--- config.mk ---
export PLATFORM = sky130hd
export DESIGN_NAME = id_imm_ctrl
export DESIGN_NICKNAME = d
export VERILOG_FILES = /design/src/rtl/id_imm_ctrl.sv
export SDC_FILE = /design/constraint.sdc
export NUM_CORES = 1
export LEC_CHECK = 0
export ABC_AREA = 1
export BUFFER_PORTS_ARGS = -buffer_cell sky130_fd_sc_hd__buf_2
export CORE_MARGIN = 1
export CORE_UTILIZATION = 38
export CTS_CLUSTER_DIAMETER = 100
export DETAILED_ROUTE_END_ITERATION = 16
export SYNTH_ARGS = -nofsm -noshare
export SYNTH_HDL_FRONTEND = slang
export SYNTH_SLANG_ARGS = --single-unit
--- constraint.sdc ---
create_clock -name clk_i -period 5 [get_ports clk_i]
set_input_delay 0.5 -clock clk_i [delete_from_list [all_inputs] [get_ports clk_i]]
set_output_delay 0.5 -clock clk_i [all_outputs]
set_load 0.05 [all_outputs]
--- src/rtl/id_imm_ctrl.sv ---
// Decode-stage controller: 2-entry skid buffer between fetch and the immediate generator.
// Each accepted instruction is classified into an immgen select and an illegal flag.
module id_imm_ctrl #(
  parameter bit          EN_FP = 1'b1,
  parameter int unsigned CNT_W = 16
) (
  input  logic             clk_i,
  input  logic             rst_ni,
  input  logic             flush_i,
  input  logic             in_valid_i,
  output logic             in_ready_o,
  input  logic [31:0]      in_inst_i,
  output logic             out_valid_o,
  input  logic             out_ready_i,
  output logic [31:0]      out_inst_o,
  output logic [2:0]       out_imm_op_o,
  output logic             out_illegal_o,
  output logic [CNT_W-1:0] stall_cnt_o
);

  localparam logic [2:0] ImmI   = 3'b000;
  localparam logic [2:0] ImmS   = 3'b001;
  localparam logic [2:0] ImmB   = 3'b010;
  localparam logic [2:0] ImmU   = 3'b011;
  localparam logic [2:0] ImmJ   = 3'b100;
  localparam logic [2:0] ImmR   = 3'b101;
  localparam logic [2:0] ImmF   = 3'b110;
  localparam logic [2:0] ImmBad = 3'b111;

  typedef enum logic [1:0] {StEmpty, StOne, StTwo} state_e;

  state_e      state_q;
  logic [31:0] sec_inst_q;
  logic [2:0]  sec_op_q;
  logic        sec_ill_q;

  logic [2:0]  dec_op;
  logic        dec_ill;
  logic        is_fp;
  logic        acc;
  logic        pop;

  assign acc = in_valid_i & in_ready_o;
  assign pop = out_valid_o & out_ready_i;

  // Opcodes not ending in 2'b11 never match a listed pattern, so they fall to default.
  always_comb begin
    dec_op = ImmBad;
    is_fp  = 1'b0;
    unique case (in_inst_i[6:0])
      7'b0000011, 7'b0010011, 7'b1100111, 7'b1110011: dec_op = ImmI;
      7'b0000111: begin dec_op = ImmI; is_fp = 1'b1; end
      7'b0100011: dec_op = ImmS;
      7'b0100111: begin dec_op = ImmS; is_fp = 1'b1; end
      7'b1100011: dec_op = ImmB;
      7'b0110111, 7'b0010111: dec_op = ImmU;
      7'b1101111: dec_op = ImmJ;
      7'b0110011: dec_op = ImmR;
      7'b1010011, 7'b1000011, 7'b1000111, 7'b1001011, 7'b1001111: begin
        dec_op = ImmR;
        is_fp  = 1'b1;
      end
      7'b0001011: begin dec_op = ImmF; is_fp = 1'b1; end
      default: dec_op = ImmBad;
    endcase
    if (is_fp && !EN_FP) dec_op = ImmBad;
    dec_ill = (dec_op == ImmBad);
  end

  // Head entry lives directly in the output registers; the second entry is sec_*.
  always_ff @(posedge clk_i or negedge rst_ni) begin
    if (!rst_ni) begin
      state_q       <= StEmpty;
      in_ready_o    <= 1'b1;
      out_valid_o   <= 1'b0;
      out_inst_o    <= '0;
      out_imm_op_o  <= ImmR;
      out_illegal_o <= 1'b0;
      sec_inst_q    <= '0;
      sec_op_q      <= ImmR;
      sec_ill_q     <= 1'b0;
      stall_cnt_o   <= '0;
    end else begin
      if (flush_i) begin
        state_q       <= StEmpty;
        in_ready_o    <= 1'b1;
        out_valid_o   <= 1'b0;
        out_imm_op_o  <= ImmR;
        out_illegal_o <= 1'b0;
      end else begin
        unique case (state_q)
          StEmpty: begin
            if (acc) begin
              state_q       <= StOne;
              out_valid_o   <= 1'b1;
              out_inst_o    <= in_inst_i;
              out_imm_op_o  <= dec_op;
              out_illegal_o <= dec_ill;
            end
          end
          StOne: begin
            if (acc && !pop) begin
              state_q    <= StTwo;
              in_ready_o <= 1'b0;
              sec_inst_q <= in_inst_i;
              sec_op_q   <= dec_op;
              sec_ill_q  <= dec_ill;
            end else if (acc && pop) begin
              out_inst_o    <= in_inst_i;
              out_imm_op_o  <= dec_op;
              out_illegal_o <= dec_ill;
            end else if (pop) begin
              state_q       <= StEmpty;
              out_valid_o   <= 1'b0;
              out_imm_op_o  <= ImmR;
              out_illegal_o <= 1'b0;
            end
          end
          StTwo: begin
            if (pop) begin
              state_q       <= StOne;
              in_ready_o    <= 1'b1;
              out_inst_o    <= sec_inst_q;
              out_imm_op_o  <= sec_op_q;
              out_illegal_o <= sec_ill_q;
            end
          end
          default: begin
            state_q       <= StEmpty;
            in_ready_o    <= 1'b1;
            out_valid_o   <= 1'b0;
            out_imm_op_o  <= ImmR;
            out_illegal_o <= 1'b0;
          end
        endcase
      end
      // Flush does not clear the stall counter.
      if (out_valid_o && !out_ready_i && (stall_cnt_o != {CNT_W{1'b1}})) begin
        stall_cnt_o <= stall_cnt_o + CNT_W'(1);
      end
    end
  end

endmodule
==> results by group <==
Placement
  • IO Port Bufs: 90
  • Global placement routability congestion: ~0.9
  • HPWL Detailed: roughly 6700 um

Synthesis
  • #FFs+latches synth: slightly above 90
  • Synth Net Count: 564
  • Mux share of post-synthesis cell area: 0%
  • Area contributors post-synth: dfrtp_1 51%, nand2_1 19%, nor2_1 5.7%
  • Cell taking the most area after synthesis: dfrtp_1
  • Largest family of logic cells by synthesized area: simple AND/OR/NAND/NOR gates
  • Synth top area share: 51.2%
  • Post-synth EDFFs: 0
  • Ys async rst share: 100%
  • Mapped cell area: around 4300 sq um
  • Simple-gate share of the synthesized area: between 30% and 40%
  • Adder-Cell Fraction of Synth Area: less than 1%
  • Syn Inst Count: approximately 530
  • Synth Flop Type: dfrtp_1
  • XOR/XNOR Fraction of Synth Area: 2.68%
  • Top cells by count, synth: 217 x nand2_1, 87 x dfrtp_1, 65 x nor2_1, 34 x a31oi_1, 27 x inv_1
  • Sequential area share after synthesis: between 50% and 60%
  • Synth cell types: 33
  • Post-synthesis compound-gate area fraction: a little under 8%
  • Most frequent cell after synthesis: nand2_1
  • Syn. warnings: 0
  • Avg Inst Size Synth: 8.09 sq um

GRT
  • GRT busiest layer: met2
  • GR Util met3: approximately 4.5%
  • Global-route wire length before repair: 16400 um
  • Met2 GRT Util: 27.5%
  • Vias in the first global route: between 3000 and 4000
  • GR Layer Usage met1: 24.7%
  • Initial antenna violation count: 1
  • GR Overflow Total: 0
  • All-Layer GR Usage: 18.2%
  • Largest net degree at the start of global routing: 67

Setup path
  • Crit path launch type: flop
  • Beginning of the worst register-to-register path: state_q[1]
  • Worst EP arrival: between 2000 and 3000 ps
  • Crit path from: state_q[1]
  • RR Endpoint: out_imm_op_o[0]
  • Worst Path Max Fanout: 66
  • Crit path kind: flop to flop
  • Crit. End Element: flop
  • Reg2Reg Depth: 8
  • CP required: 5290 ps
  • Reg-to-reg setup timing slack: 2610 ps

Min path
  • HP Class: input port to asynchronous set/reset pin

Detailed routing
  • Final WL: a little under 10000 um
  • Drt drc: 0
  • Avg WL per Cell: about 13 um
  • DR iter-0 viols: between 200 and 300
  • TritonRoute pass-1 iters: 4
  • Routed Antenna Nets: 0
  • DR vias: ~3600
  • Via/cell ratio: between 4 and 5

Clock network
  • Post-cts resize count: 0
  • H-tree depth: 3
  • Post CTS Setup Buffer Count: 0
  • Number of buffers created by CTS: 9
  • Sink count of the clock tree: 92
  • CTS Hold Buffers Added: 0
  • Clock root cell: clkbuf_8
  • CTS max path bufs: 2
  • Clock-pin transition on the worst setup and hold timing paths: approximately 90 ps
  • Clock tree from TritonCTS: built
  • Skew-Pair Late Insertion Delay: about 370 ps

STA
  • Hold Violations, Final: 0
  • Final Setup Violations: 0
  • Least-Margin Pin Slew: between 1000 and 1500 ps
  • Final min period: around 2400 ps
  • F_max: ~0.42 GHz
  • Final Slew Violations: 0
  • Max-slew headroom: 29.1%
  • Ratio of final minimum period to clock period: 47.7%
  • Sum Neg Setup Slack: 0 ps
  • RSZ-0062 raised after global routing: no
  • Clk_skew: 10.7 ps

Layout
  • Layout Nets: 649
  • Synth-to-layout area growth: 18.6%
  • Proportion of layout cells with a drive suffix above 1: 20.1%
  • FILL cells: between 1000 and 1500
  • Final Util: 46.3%
  • Area of the multi-input gates: approximately 1700 sq um
  • Register area: approximately 2300 sq um
  • N_diodes: 0

Floorplanning
  • Full die area: approximately 12000 sq um
  • Core area: between 10000 and 15000 sq um
  • Chip Width: between 100 and 150 um
  • Rows: 38
  • Starting Density: roughly two fifths
  • Chip height: approximately 110 um
  • Boundary Pins: just over 90

Pwr
  • Cell leakage power: between 2 and 3 nW
  • Max VDD drop: around 0.3 mV
  • Power Dens Cells: 641 nW/um^2

Status
  • Status: completed

Flow run
  • Max Cap Viol: 0
power by group:
| part | total [mW] | switching (mW) | internal [mW] | leakage (nW) |
|---|---|---|---|---|
| Clock | 0.564 | 0.267 | 0.298 | 0.114 |
| Sequential | 1.25 | 0.180 | 1.07 | 1.09 |
| Combinational | 1.42 | 1.06 | 0.357 | 1.38 |
| Total | 3.23 | 1.51 | 1.72 | 2.58 |
final cells by class:
| type | instances | share of cell area (%) |
|---|---|---|
| clock inverter | 5 | 1.64 |
| clock buffer | 11 | 2.80 |
| tap | 140 | 3.47 |
| multi-input combinational | 385 | 34.6 |
| inverter | 29 | 2.16 |
| sequential | 92 | 45.8 |
| timing repair buffer | 94 | 9.57 |
flip-flops by register name (all words and copies together) (netlist names):
| signal | cells |
|---|---|
| out_inst_o | 32 |
| sec_inst_q | 32 |
| stall_cnt_o | 16 |
| out_imm_op_o | 3 |
| sec_op_q | 3 |
| state_q | 2 |
| in_ready_o | 1 |
| out_illegal_o | 1 |
| out_valid_o | 1 |
| sec_ill_q | 1 |
routing by layer:
metal / part of all wire, % / up-vias
met5: 0 / -
met4: 1.6 / 0
met3: 6.7 / 16
met2: 44 / 99
met1: 47 / 1657
li1: - / 1842
cell usage in the layout, fill, tap and decap left out:
master,Yosys,final
nor3b_1,2,2
nor2_4,1,1
nor2_2,1,1
nor4_1,2,2
ha_1,1,1
clkinv_2,0,1
nand3_4,1,1
nand2_2,3,3
inv_1,27,27
bufinv_16,0,2
nand4_1,4,4
nor3_4,0,1
buf_2,9,89
o221ai_1,1,1
inv_6,0,1
o2111a_1,1,1
nand3_2,1,1
clkbuf_1,9,1
xnor2_1,4,4
clkinv_4,0,1
dfstp_2,5,5
dfrtp_1,87,87
inv_2,2,2
and2_1,2,2
a21boi_1,1,1
buf_4,1,5
a31oi_1,34,34
nor2_1,65,65
nand3_1,12,12
and3_1,2,2
o21ai_0,15,15
a21oi_1,1,1
o21a_1,1,1
xor2_1,9,9
nor3_1,3,3
nand2_1,217,217
clkbuf_8,0,10
worst max path at each step:
stage	endpoint	slack, ps
floorplan	stall_cnt_o[9]	3100
global placement	out_inst_o[7]	2650
detailed placement	out_inst_o[23]	2570
CTS	out_inst_o[23]	2560
global route	out_inst_o[7]	2360
finish	out_imm_op_o[0]	2610
cells by family (layout without fill, tap and decap cells):
| logic type | after synthesis | in the layout |
|---|---|---|
| flip-flops | 92 | 92 |
| AO/OA/AOI/OAI | 54 | 54 |
| XOR/XNOR | 13 | 13 |
| adder cells (fa/ha/maj) | 1 | 1 |
| buffers and inverters | 49 | 139 |
| AND/OR/NAND/NOR | 317 | 317 |
stage by stage:
stage | setup slack (ps) | cells | power (mW) | cell area, sq um | hold slack, ps
3_5_place_dp | 2570 | 740 | 2.70 | 4820 | 444
5_1_grt | 2360 | 756 | 3.46 | 5040 | 59.6
2_1_floorplan | 3100 | 526 | 2.36 | 4250 | 204
6_report | 2610 | 756 | 3.23 | 5040 | 45.6
3_3_place_gp | 2650 | 740 | 2.67 | 4820 | 442
4_1_cts | 2560 | 756 | 3.26 | 5040 | 44.5
critical path, stage by stage (launching register included):
cell,delay (ps)
dfrtp_1,420
inv_2,90
nor2_4,640
nand3_2,240
nand3_4,200
nor3_4,40
buf_4,310
and2_1,230
a21boi_1,140
Note: power is estimated with default switching activity, not from simulation.
